===== src/rtl/instr_loader.sv =====
// instr_loader: loadable DEPTH x 6-bit instruction memory for the MCPU core.
// A bit-serial loader (ld_start / ser_stb+ser_dat / ld_end) fills the store;
// the CPU reads it combinationally through address -> instruction.
//
// Ports:
//   clk, rst_n         clock, asynchronous active-low reset
//   ld_start           pulse: begin (or restart) a load
//   ser_stb, ser_dat   bit strobe and serial data (words LSB first)
//   ld_end             pulse: terminate the load
//   busy               high while loading (LOAD/FIN); holds the core in reset
//   loaded             a valid program is present
//   err                sticky error from the last load
//   word_cnt           words written in the current/last load
//   address            CPU fetch address
//   instruction        fetched word, 6'h3F when no valid word is addressable
//
// Build option: define LOADER_CHECKSUM_EN to treat the last word of a load as
// a 6-bit modular checksum of the preceding words.
module instr_loader #(
  parameter int unsigned DEPTH = 32
) (
  input  logic       clk,
  input  logic       rst_n,
  input  logic       ld_start,
  input  logic       ser_stb,
  input  logic       ser_dat,
  input  logic       ld_end,
  output logic       busy,
  output logic       loaded,
  output logic       err,
  output logic [8:0] word_cnt,
  input  logic [7:0] address,
  output logic [5:0] instruction
);

  localparam int unsigned AW      = $clog2(DEPTH);
  localparam logic [8:0]  DEPTH_W = 9'(DEPTH);

  typedef enum logic [1:0] {IDLE, LOAD, FIN} state_t;

  state_t     state_q;
  logic [2:0] bitcnt_q;
  logic [4:0] shreg_q;
  logic [8:0] word_cnt_q;
  logic       busy_q;
  logic       loaded_q;
  logic       err_q;
  logic [5:0] mem [DEPTH];

  logic [5:0] word_w;
  logic       word_done;
  logic       wr_ok;
  logic       err_fin;
  logic [8:0] prog_len;
  logic       rd_ok;

`ifdef LOADER_CHECKSUM_EN
  logic [5:0] sum_q;
  logic [5:0] last_q;
`endif

  // Bit 5 is never stored in shreg_q: it arrives on the completing strobe.
  assign word_w    = {ser_dat, shreg_q};
  assign word_done = ser_stb && (bitcnt_q == 3'd5);
  assign wr_ok     = word_cnt_q < DEPTH_W;

  always_comb begin
    err_fin  = err_q;
    prog_len = word_cnt_q;
`ifdef LOADER_CHECKSUM_EN
    // sum_q covers every stored word including the checksum itself.
    if (word_cnt_q < 9'd2 || 6'(sum_q - last_q) != last_q) err_fin = 1'b1;
    if (word_cnt_q != '0) prog_len = word_cnt_q - 9'd1;
`endif
  end

  always_ff @(posedge clk or negedge rst_n) begin
    if (!rst_n) begin
      state_q    <= IDLE;
      bitcnt_q   <= '0;
      shreg_q    <= '0;
      word_cnt_q <= '0;
      busy_q     <= 1'b0;
      loaded_q   <= 1'b0;
      err_q      <= 1'b0;
`ifdef LOADER_CHECKSUM_EN
      sum_q      <= '0;
      last_q     <= '0;
`endif
    end else if (ld_start) begin
      state_q    <= LOAD;
      bitcnt_q   <= '0;
      word_cnt_q <= '0;
      busy_q     <= 1'b1;
      loaded_q   <= 1'b0;
      err_q      <= 1'b0;
`ifdef LOADER_CHECKSUM_EN
      sum_q      <= '0;
      last_q     <= '0;
`endif
    end else begin
      case (state_q)
        LOAD: begin
          if (ld_end) begin
            state_q  <= FIN;
            bitcnt_q <= '0;
            if (bitcnt_q != '0) err_q <= 1'b1;
          end else if (ser_stb) begin
            if (bitcnt_q == 3'd5) begin
              bitcnt_q <= '0;
              if (wr_ok) begin
                word_cnt_q <= word_cnt_q + 9'd1;
`ifdef LOADER_CHECKSUM_EN
                sum_q      <= sum_q + word_w;
                last_q     <= word_w;
`endif
              end else begin
                err_q <= 1'b1;
              end
            end else begin
              shreg_q[bitcnt_q] <= ser_dat;
              bitcnt_q          <= bitcnt_q + 3'd1;
            end
          end
        end
        FIN: begin
          state_q  <= IDLE;
          busy_q   <= 1'b0;
          err_q    <= err_fin;
          loaded_q <= !err_fin && (word_cnt_q != '0);
        end
        default: ;
      endcase
    end
  end

  // Storage has no reset; a write only happens in LOAD with no higher-priority pulse.
  always_ff @(posedge clk) begin
    if (state_q == LOAD && !ld_start && !ld_end && word_done && wr_ok)
      mem[word_cnt_q[AW-1:0]] <= word_w;
  end

  assign rd_ok       = loaded_q && !busy_q && ({1'b0, address} < prog_len);
  assign instruction = rd_ok ? mem[address[AW-1:0]] : 6'h3F;

  assign busy     = busy_q;
  assign loaded   = loaded_q;
  assign err      = err_q;
  assign word_cnt = word_cnt_q;

endmodule


===== config.mk =====
export PLATFORM = sky130hd
export DESIGN_NAME = instr_loader
export DESIGN_NICKNAME = d
export VERILOG_FILES = /design/src/rtl/instr_loader.sv
export SDC_FILE = /design/constraint.sdc
export NUM_CORES = 1
export LEC_CHECK = 0
export BUFFER_PORTS_ARGS = -buffer_cell sky130_fd_sc_hd__buf_4
export CORE_UTILIZATION = 25
export CTS_BUF_LIST = sky130_fd_sc_hd__clkbuf_8
export CTS_CLUSTER_SIZE = 8
export DETAILED_ROUTE_END_ITERATION = 10
export PLACE_DENSITY = 0.36
export SLEW_MARGIN = 20
export SYNTH_ARGS = -nofsm -noshare
export SYNTH_HDL_FRONTEND = slang
export SYNTH_SLANG_ARGS = --single-unit

===== constraint.sdc =====
create_clock -name clk -period 6.2 [get_ports clk]
set_clock_uncertainty 0.1 [all_clocks]
set_input_delay 0.62 -clock clk [delete_from_list [all_inputs] [get_ports clk]]
set_output_delay 0.62 -clock clk [all_outputs]
set_load 0.005 [all_outputs]

# Word level (Yosys, flattened, before mapping)
# Memories as Yosys holds them, arrays and structs flattened.
# Cells that the tools add are included.
totals:
  n_memories: 1
  rom_bits: 0
  reg_bits: 22
  latchBits: 0
  wordCells: 83
  out_inout_bits: 18
  mem_bits_rw: 192
op_classes:
  n_mux: 31
  div: 0
  shifts: 0
  n_lt_le_gt_ge: 4
  reduce_logical: 28
  bitwise_logic: 3
  n_mul: 0
  addsub: 2
  n_eq_ne: 7
memory_table:
  columns: ["name", "words", "word_bits", "read_ports", "rd_clocked_by_memory_dff", "write_ports", "line_no", "source"]
  rows:
  - ["mem", 32, 6, 1, 0, 1, "48", "logic [5:0] mem [DEPTH];"]
ops:
  columns: ["cell", "n"]
  rows:
  - ["$mux 9", 6]
  - ["$mux 3", 5]
  - ["$reduce_and 5->1", 3]
  - ["$mux 1", 14]
  - ["$reduce_bool 3->1", 4]
  - ["$reduce_bool 2->1", 5]
  - ["$add 9x1->9 const B", 1]
  - ["$logic_and 1x1->1", 9]
  - ["$lt 8x9->1", 1]
  - ["$lt 9x6->1 const B", 1]
  - ["$reduce_bool 9->1", 1]
  - ["$mux 6", 1]
  - ["$ne 3x3->1 const B", 2]
  - ["$bwmux 5", 1]
  - ["$logic_not 1->1", 4]
  - ["$lt 3x4->1 const B", 1]
  - ["$mux 2", 2]
  - ["$pmux 2 s2", 1]
  - ["$reduce_and 2->1", 2]
  - ["$add 3x1->3 const B", 1]
  - ["$demux 1 s3", 1]
  - ["$eq 3x3->1 const B", 1]
  - ["$ge 3x1->1 const B", 1]
  - ["$ne 3x2->1 const B", 1]
  - ["other kinds (4)", 6]

# Longest topological paths before layout
# Gate-level depths: netlist of the first run.
depth:
  depth_word: 7
  mapped_depth: 8
  mapped_depth_nobuf: 7

# Least setup slack after synthesis of the first run
# No wires, ideal clock.
synth_timing:
  kind: "input-to-output"
  from: "in address[1]"
  to: "out instruction[0]"
  path_slack_ps: 3583
  required_ps: 5480
  path_buffers: 0
  arrival_ps: 1897
  cell_stages: 5
  cell_sequence: "ha_1 a211o_1 a221oi_2 a41oi_2 o22a_1"
synth_between:
  elab_chain_cells: 3
  elab_cells_between_ends: 4
  cone_classes: "order compare: 1; mux: 1; reduce/logical: 1; memory: 1"
synth_rtl:
  columns: ["item", "line_no", "source"]
  rows:
  - ["from (decl)", "32", "input logic [7:0] address,"]
  - ["$lt 8x9->1", "143", "assign rd_ok = loaded_q && !busy_q && ({1'b0, address} < prog_len);"]
  - ["$logic_and 1x1->1", "143", null]
  - ["$mux 6 (*)", "144", "assign instruction = rd_ok ? mem[address[AW-1:0]] : 6'h3F;"]
  - ["to (decl)", "33", "output logic [5:0] instruction"]
# Every way passes the cells marked *; elsewhere a longest branch is shown, timed or not.

# Worst setup path in the final report of the first run
layout_timing:
  from: "in address[0]"
  to: "out instruction[2]"
# Same word-level chain as after synthesis.

==> flow_summary.yaml, run 1 <==
worst_setup_path:
  r2r_slack_ns: 3.45
  crit_path_max_fanout: 26
  rr_startpoint: "state_q[1]"
  worstPathArrival_ns: 3.16
  crit_start: "address[0]"
  required_ns: 5.48
  r2r_end: "mem[25][0]"
  crit_path_end_kind: "primary output"
  endpoint: "instruction[2]"
  path_class: "input pin to primary output"
  reg2regPathDepth: 5
  worstSetupStartpointType: "input pin"
floorplanning:
  design.die.area_mm2: 0.0355
  die_w_um: 189
  core_area_mm2: 0.0339
  ios: 32
  start_util_pct: 25.7
  die_h_um: 189
  num_rows: 67
grt:
  grt_pass1_vias: 4941
  grt-ovfl-total: 0
  antenna_found_initial: 0
  grt_max_degree: 50
  grt_pass1_wl_um: 33100
  grt_util_all_layers_pct: 12.8
logic_synthesis:
  yosys_warnings: 0
  ys_ff_latch: 214
  synth_cell_types: 40
  synth_fp_nets: 502
  syn_area_mm2: 0.00870
  syn-mean-instance-area_um2: 18.2
  ys_seq_area_share_pct: 72.6
  syn_inst: 477
clock_network:
  h-tree-depth: 2
  cts_resized: 0
  holdBufCountCts: 1
  tritoncts: "built"
  clockRootBuffer: "clkbuf_8"
  postCtsSetupBuffers: 0
  clkSinkCount: 214
  cts_inserted_buffers: 41
  clkTransAtPathRegs_ns: 0.06
  clk_path_buf_depth: 3
  clkLatencyLatePin_ns: 0.53
detailed_routing:
  wl_per_cell_um: 21.8
  dr.pass1.iters: 4
  finalWirelength_um: 22200
  final_antenna_net_count: 0
  vias_per_cell: 4.51
  drc: 0
  vias: 4595
  initialDrtViolationCount: 295
cells_and_area:
  final_common_cell: "edfxtp_1"
  drive_above_1_share_pct: 27.1
  syn2layout_area_growth_pct: 17.3
  mostFrequentLayoutCells: "edfxtp_1, nor2_1, mux4_2"
  stdcell_count: 1019
  insertedDiodeCount: 0
  fin_nets: 564
sta:
  setup_ws_ns: 2.32
  hold_viol_final: 0
  maxSlewViolCount: 0
  grt_setup_unrepaired: "no"
  fin_tns_setup_ns: 0
  tightest_slew_ns: 0.827
  setup_viol: 0
  fin_crit_ns: 3.88
  post-route-period-util_pct: 62.5
  max_slew_margin_pct: 44.9
  fmax_mhz: 258
power:
  vdd_drop_max_uv: 130
  leakage_nw: 3.29
  power_mw: 3.04
  p_per_area_mw_per_mm2: 298
place:
  io_buffers: 31
  place_ws_ns: 2.27
  globalplace.congestion: 0.697
  dp_hpwl_um: 14200
  placedCellCount: 943
hold_path:
  hold_depth: 2
  min_path_type: "input pin to flip-flop"
job:
  drv_cap: 0
outcome:
  status: "completed"
## where the power goes
| group | switching [mW] | internal [mW] | total [mW] |
|---|---|---|---|
| logic | 0.0782 | 0.0482 | 0.126 |
| clock network | 0.617 | 0.679 | 1.30 |
| registers | 0.0243 | 1.59 | 1.62 |
## worst min-delay path by stage
stage / to / start
CTS: word_cnt[7] / ld_start
global placement: busy / busy
global route: word_cnt[6] / ld_start
finish: word_cnt[6] / ld_start
detailed placement: state_q[0] / rst_n
floorplan: bitcnt_q[0] / rst_n
## flip-flops by register name, indices dropped and copies added, names as in the netlist
signal and cells:
mem 192, state_q 2, busy 1, word_cnt 9, loaded 1, bitcnt_q 3, err 1, shreg_q 5
## layer usage
layer | global-route usage (%) | vias up | part of all wire (%)
met4 | 4.06 | 0 | 2.1
met2 | 19.7 | 105 | 46
met5 | 0 | - | 0
li1 | - | 2039 | -
met1 | 18.1 | 2407 | 48
met3 | 2.66 | 44 | 4.1
## worst max-delay path, cell delays in order
cell,delay (ns)
buf_4,0.47
buf_4,0.56
mux4_2,0.57
a22oi_1,0.40
nand2_1,0.18
o22a_1,0.20
buf_4,0.13
## area by class of cell
type / instances / area (um^2)
clock buffers: 42 / 578
fillers: 3380 / 23700
flip-flops and latches: 214 / 6320
inverters: 12 / 45.0
repair buffers: 36 / 273
clock inverters: 33 / 176
well taps: 448 / 561
multi-input cells: 234 / 2250
## Yosys cell counts
cell       count  area, um^2
edfxtp_1     192        5770
nor2_1        53         199
mux4_2        48        1080
nand2_1       29         109
a22oi_1       24         180
dfrtp_1       22         551
ha_1          11         138
clkbuf_1       9        33.8
inv_1          9        33.8
a21oi_1        7        35.0
nand3_1        6        30.0
nor2b_1        6        37.5
o22a_1         6        52.6
buf_2          5        25.0
mux2_1         5        56.3
nand2_2        4        25.0
nand2b_1       4        25.0
xnor2_1        4        35.0
buf_6          3        33.8
inv_2          3        11.3
nand4_1        3        18.8
a211o_1        2        17.5
a21o_1         2        15.0
a41oi_2        2        32.5
nor3_1         2        10.0
or3_1          2        12.5
a221oi_2       1        15.0
a41oi_1        1        8.76
and2_1         1        6.26
and3_1         1        6.26
mux2i_1        1        10.0
nand3b_1       1        7.51
nand4bb_1      1        11.3
nor3_4         1        16.3
nor3b_1        1        7.51
nor3b_2        1        12.5
nor4_1         1        6.26
o21ai_0        1        5.00
or3b_1         1        8.76
or4_4          1        11.3
## through the flow
stage | utilization, % | cell area [um^2] | hold WS, ns
after floorplan | - | 8700 | 0.224
after global placement | 27.8 | 9430 | 0.406
after detailed placement | 27.9 | 9430 | 0.435
after CTS | 30.1 | 10200 | 0.283
after global routing | 30.1 | 10200 | 0.299
final | 30.1 | 10200 | 0.312
## logic make-up (layout without fill, tap and decap cells)
group / after synthesis / count (layout) / synth area share (%)
flops: 214 / 214 / 72.6
buf+inv: 29 / 123 / 1.58
xor+xnor: 4 / 4 / 0.403
compound gates: 46 / 46 / 4.16
fa+ha+maj: 11 / 11 / 1.58
simple gates: 119 / 119 / 6.45
mux: 54 / 54 / 13.2
(Power assumes the default switching activity.)
==> run 2, diff against run 1 <==
Clock period 6.2 ns to 4 ns, I/O delays scaled along.
==> run 2 against run 1 <==
- cell area is 0.37% lower
- clock power grew 44%
- highest routed layer unchanged
- sequential share of layout area up 0.23 points
- routed wire length shrank 1.5%
- core utilization is 0.11 points lower
==> flow_summary.yaml, run 2 (same netlist as run 1, synthesis figures left out) <==
detailed_routing:
  final_antenna_net_count: 0
  drc: 0
  initialDrtViolationCount: 328
  finalWirelength_um: 21900
  vias: 4513
  dr.pass1.iters: 4
  wl_per_cell_um: 21.5
  vias_per_cell: 4.44
sta:
  tightest_slew_ns: 0.889
  fmax_mhz: 295
  grt_setup_unrepaired: "no"
  fin_tns_setup_ns: 0
  max_slew_margin_pct: 40.7
  setup_viol: 0
  setup_ws_ns: 0.614
  post-route-period-util_pct: 84.7
  fin_crit_ns: 3.39
  hold_viol_final: 0
  maxSlewViolCount: 0
clock_network:
  clk_path_buf_depth: 3
  h-tree-depth: 2
  clkTransAtPathRegs_ns: 0.06
  cts_inserted_buffers: 39
  tritoncts: "built"
  clockRootBuffer: "clkbuf_8"
  clkSinkCount: 214
  clkLatencyLatePin_ns: 0.51
worst_setup_path:
  path_cells: "inv_2, ha_1, a211o_1, a221oi_2, a41oi_2, o22a_1, buf_4"
  cpPeakStageDelay_ns: 0.57
  worstSetupStartpointType: "flip-flop"
  reg2regPathDepth: 5
  required_ns: 3.50
  worstPathArrival_ns: 2.89
  rr_startpoint: "state_q[1]"
  path_class: "flip-flop to primary output"
  crit_buf_inv: 2
  crit_path_max_fanout: 9
  crit_path_end_kind: "primary output"
  cp_top_family: "compound AO/OA/AOI/OAI gates"
  crit_slowest_cell: "dfrtp_1"
  r2r_end: "mem[17][2]"
  r2r_slack_ns: 1.23
grt:
  grt.met1_usage_pct: 17.9
  grt-ovfl-total: 0
  grt_pass1_wl_um: 32600
  grt_pass1_vias: 4838
  use_met2_pct: 19.5
  grt.busiest_layer: "met2"
  grtUsageMet3_pct: 2.64
  grt_max_degree: 42
  grt_util_all_layers_pct: 12.6
  antenna_found_initial: 0
floorplanning:
  die_h_um: 189
  die_w_um: 189
  num_rows: 67
  core_area_mm2: 0.0339
  start_util_pct: 25.7
  ios: 32
  design.die.area_mm2: 0.0355
cells_and_area:
  largest_register_ffs: 192
  syn2layout_area_growth_pct: 16.9
  stdcell_count: 1016
  final_common_cell: "edfxtp_1"
  final_util_pct: 30.0
  fin_nets: 566
  insertedDiodeCount: 0
  drive_above_1_share_pct: 25.9
  mostFrequentLayoutCells: "edfxtp_1, nor2_1, mux4_2"
power:
  power_mw: 4.58
  vdd_drop_max_uv: 178
  p_per_area_mw_per_mm2: 450
  leakage_nw: 3.29
hold_path:
  hold_depth: 3
  min_to: "state_q[0]"
  min_path_type: "input pin to flip-flop"
  min_from: "ld_end"
job:
  drv_cap: 0
outcome:
  status: "completed"
place:
  place_ws_ns: 0.785
  dp_hpwl_um: 14300
  placedCellCount: 947
  io_buffers: 31
  globalplace.congestion: 0.714
[run 2: cell count changes in the layout (fill, tap and decap cells not counted), sizes merged]
cell,previous run,this run
inv,22,29
clkinv,21,9
clkbuf,42,40
buf,35,39
[run 2: per-stage QoR]
stage,instance area (um^2),hold slack (ns)
2_1_floorplan,8700,0.00441
4_1_cts,10200,0.0729
5_1_grt,10200,0.0846
3_5_place_dp,9460,0.221
6_report,10200,0.106
3_3_place_gp,9460,0.219
[run 2: area by class of cell]
type | count | area [um^2]
tap | 448 | 561
fill | 3375 | 23700
multi-input combinational | 234 | 2240
clock buffer | 40 | 551
inverter | 12 | 45.0
timing repair buffer | 40 | 303
sequential | 214 | 6320
clock inverter | 28 | 141
[run 2: repair_timing]
action                                 in CTS  in global routing
endpoints found under the hold margin      22                  0
resized for setup                           0                  0
buffers inserted                            0                  0
hold buffers                                1                  0
[run 2: worst register-to-register path: cells and delay by family, from the launching register on]
family	cells	cell delay [ns]
flops	1	0.41
simple gates	5	1.90
[run 2: worst max path at each step]
stage,cells past startpoint,to,start
3_3_place_gp,7,instruction[1],address[0]
4_1_cts,7,instruction[4],word_cnt[2]
5_1_grt,7,instruction[4],word_cnt[1]
2_1_floorplan,7,instruction[0],word_cnt[2]
3_5_place_dp,7,instruction[2],address[0]
6_report,7,instruction[4],word_cnt[2]
[run 2: layer usage]
layer,up-vias,routed length [um]
met4,0,425
met2,89,10100
met3,39,946
li1,2037,-
met1,2348,10400
met5,-,0
[run 2: power breakdown]
part           switching (mW)  leakage (nW)  total (mW)  internal [mW]
Sequential             0.0357          1.98        2.51           2.47
Combinational           0.124         0.906       0.202         0.0784
Clock                   0.880         0.408        1.87          0.989
==> run 3, diff against run 2 <==
Settings changed: PLACE_DENSITY 0.36 to 0.37.
Clock period 4 ns to 2.75 ns, I/O delays scaled along.
==> run 3 against run 2 <==
- global-route usage about the same
- largest power group unchanged
- critical endpoint is now instruction[3]
- critical path type unchanged
- cell area up 5.3%
- the flow now finishes with violations (negative setup slack)
- sequential cell count unchanged
==> flow_summary.yaml, run 3 (same netlist as run 1, synthesis figures left out) <==
outcome:
  status: "complete, but fails checks"
  violations: "negative setup slack"
cells_and_area:
  final_common_cell: "edfxtp_1"
  drive_above_1_share_pct: 33.8
  mostFrequentLayoutCells: "edfxtp_1, buf_4, nor2_1"
  syn2layout_area_growth_pct: 23.0
  insertedDiodeCount: 0
  final_util_pct: 31.6
  largest_register_ffs: 192
  fin_nets: 626
grt:
  grt_pass1_wl_um: 33200
  grt_pass1_vias: 5221
  grt_max_degree: 49
  grt_util_all_layers_pct: 12.7
  antenna_found_initial: 0
  grt-ovfl-total: 0
floorplanning:
  start_util_pct: 25.7
  core_area_mm2: 0.0339
  num_rows: 67
  design.die.area_mm2: 0.0355
  ios: 32
  die_w_um: 189
  die_h_um: 189
clock_network:
  tritoncts: "built"
  cts_inserted_buffers: 40
  clk_path_buf_depth: 3
  h-tree-depth: 2
  clkSinkCount: 214
  clockRootBuffer: "clkbuf_8"
  clkLatencyLatePin_ns: 0.54
  clkTransAtPathRegs_ns: 0.06
sta:
  maxSlewViolCount: 0
  setup_viol: 6
  setup_ws_ns: -0.233
  hold_slack_ns: 0.0619
  tightest_slew_ns: 0.666
  post-route-period-util_pct: 108
  fin_crit_ns: 2.98
  fmax_mhz: 335
  grt_setup_unrepaired: "yes"
  fin_tns_setup_ns: -1.20
  hold_viol_final: 0
  max_slew_margin_pct: 55.6
power:
  p_per_area_mw_per_mm2: 619
  vdd_drop_max_uv: 282
  leakage_nw: 3.61
  power_mw: 6.62
detailed_routing:
  wl_per_cell_um: 20.3
  dr.pass1.iters: 4
  vias_per_cell: 4.40
  finalWirelength_um: 21900
  drc: 0
  vias: 4730
  initialDrtViolationCount: 281
  final_antenna_net_count: 0
hold_path:
  min_path_type: "input pin to asynchronous set/reset pin"
worst_setup_path:
  crit_buf_inv: 4
  crit_path_end_kind: "primary output"
  required_ns: 2.38
  cpPeakStageDelay_ns: 0.39
  crit_slowest_cell: "dfrtp_1"
  worstPathArrival_ns: 2.61
  rr_startpoint: "word_cnt[6]"
  crit_path_max_fanout: 6
  path_class: "flip-flop to primary output"
  reg2regPathDepth: 6
  cp.depth: 9
  cp_common_cell: "buf_4"
  worstSetupStartpointType: "flip-flop"
  path_cells: "inv_2, ha_4, a211o_1, a221oi_2, buf_4, a41oi_4, buf_12, o22a_1, buf_4"
  crit_start: "word_cnt[1]"
  cp_top_family: "compound AO/OA/AOI/OAI gates"
place:
  io_buffers: 31
  globalplace.congestion: 0.693
  place_ws_ns: 0.0326
  dp_hpwl_um: 14000
job:
  drv_cap: 0
-- run 3: changes by cell type in the layout (fill, tap and decap cells not counted), sizes merged --
cell / previous run / this run
clkinvlp: 1 / 2
clkinv: 9 / 13
dlygate4sd3: 1 / 4
buf: 39 / 95
inv: 29 / 25
bufinv: 1 / 0
-- run 3: timing repair --
action	in CTS	in global routing
pin swaps	9	6
hold endpoints to repair	37	0
cloned	0	0
gates resized for setup	5	1
setup buffers	2	5
endpoints found under the setup margin	6	6
hold buffers	4	0
-- run 3: layer usage --
layer	global-route usage (%)	share of wire, %	vias up
met3	2.57	3.7	35
li1	-	-	2152
met5	0	0	-
met2	20.0	46	89
met4	3.35	1.8	0
met1	17.7	49	2454
-- run 3: layout make-up --
class / count / area (um^2)
fillers: 3377 / 23200
inverters: 12 / 45.0
flip-flops and latches: 214 / 6320
well taps: 448 / 561
repair buffers: 99 / 803
clock buffers: 40 / 551
multi-input cells: 234 / 2290
clock inverters: 28 / 129
-- run 3: power by group --
group	internal (mW)	switching (mW)	total [mW]
Clock	1.35	1.32	2.68
Sequential	3.60	0.0834	3.68
Combinational	0.123	0.144	0.267
-- run 3: per-stage QoR --
stage	area, um^2	std cells
5_1_grt	10700	1075
6_report	10700	1075
3_3_place_gp	9860	996
4_1_cts	10600	1070
2_1_floorplan	8700	477
3_5_place_dp	9860	996
-- run 3: final timing paths --
kind / slack, ns / end
hold reg to reg: 0.41 / busy
setup reg to reg: 0.31 / mem[22][0]
setup / recovery: -0.23 / instruction[3]
max in group asynchronous: 2.23 / shreg_q[1]
hold / removal: 0.06 / state_q[0]
min in group clk: 0.07 / bitcnt_q[1]
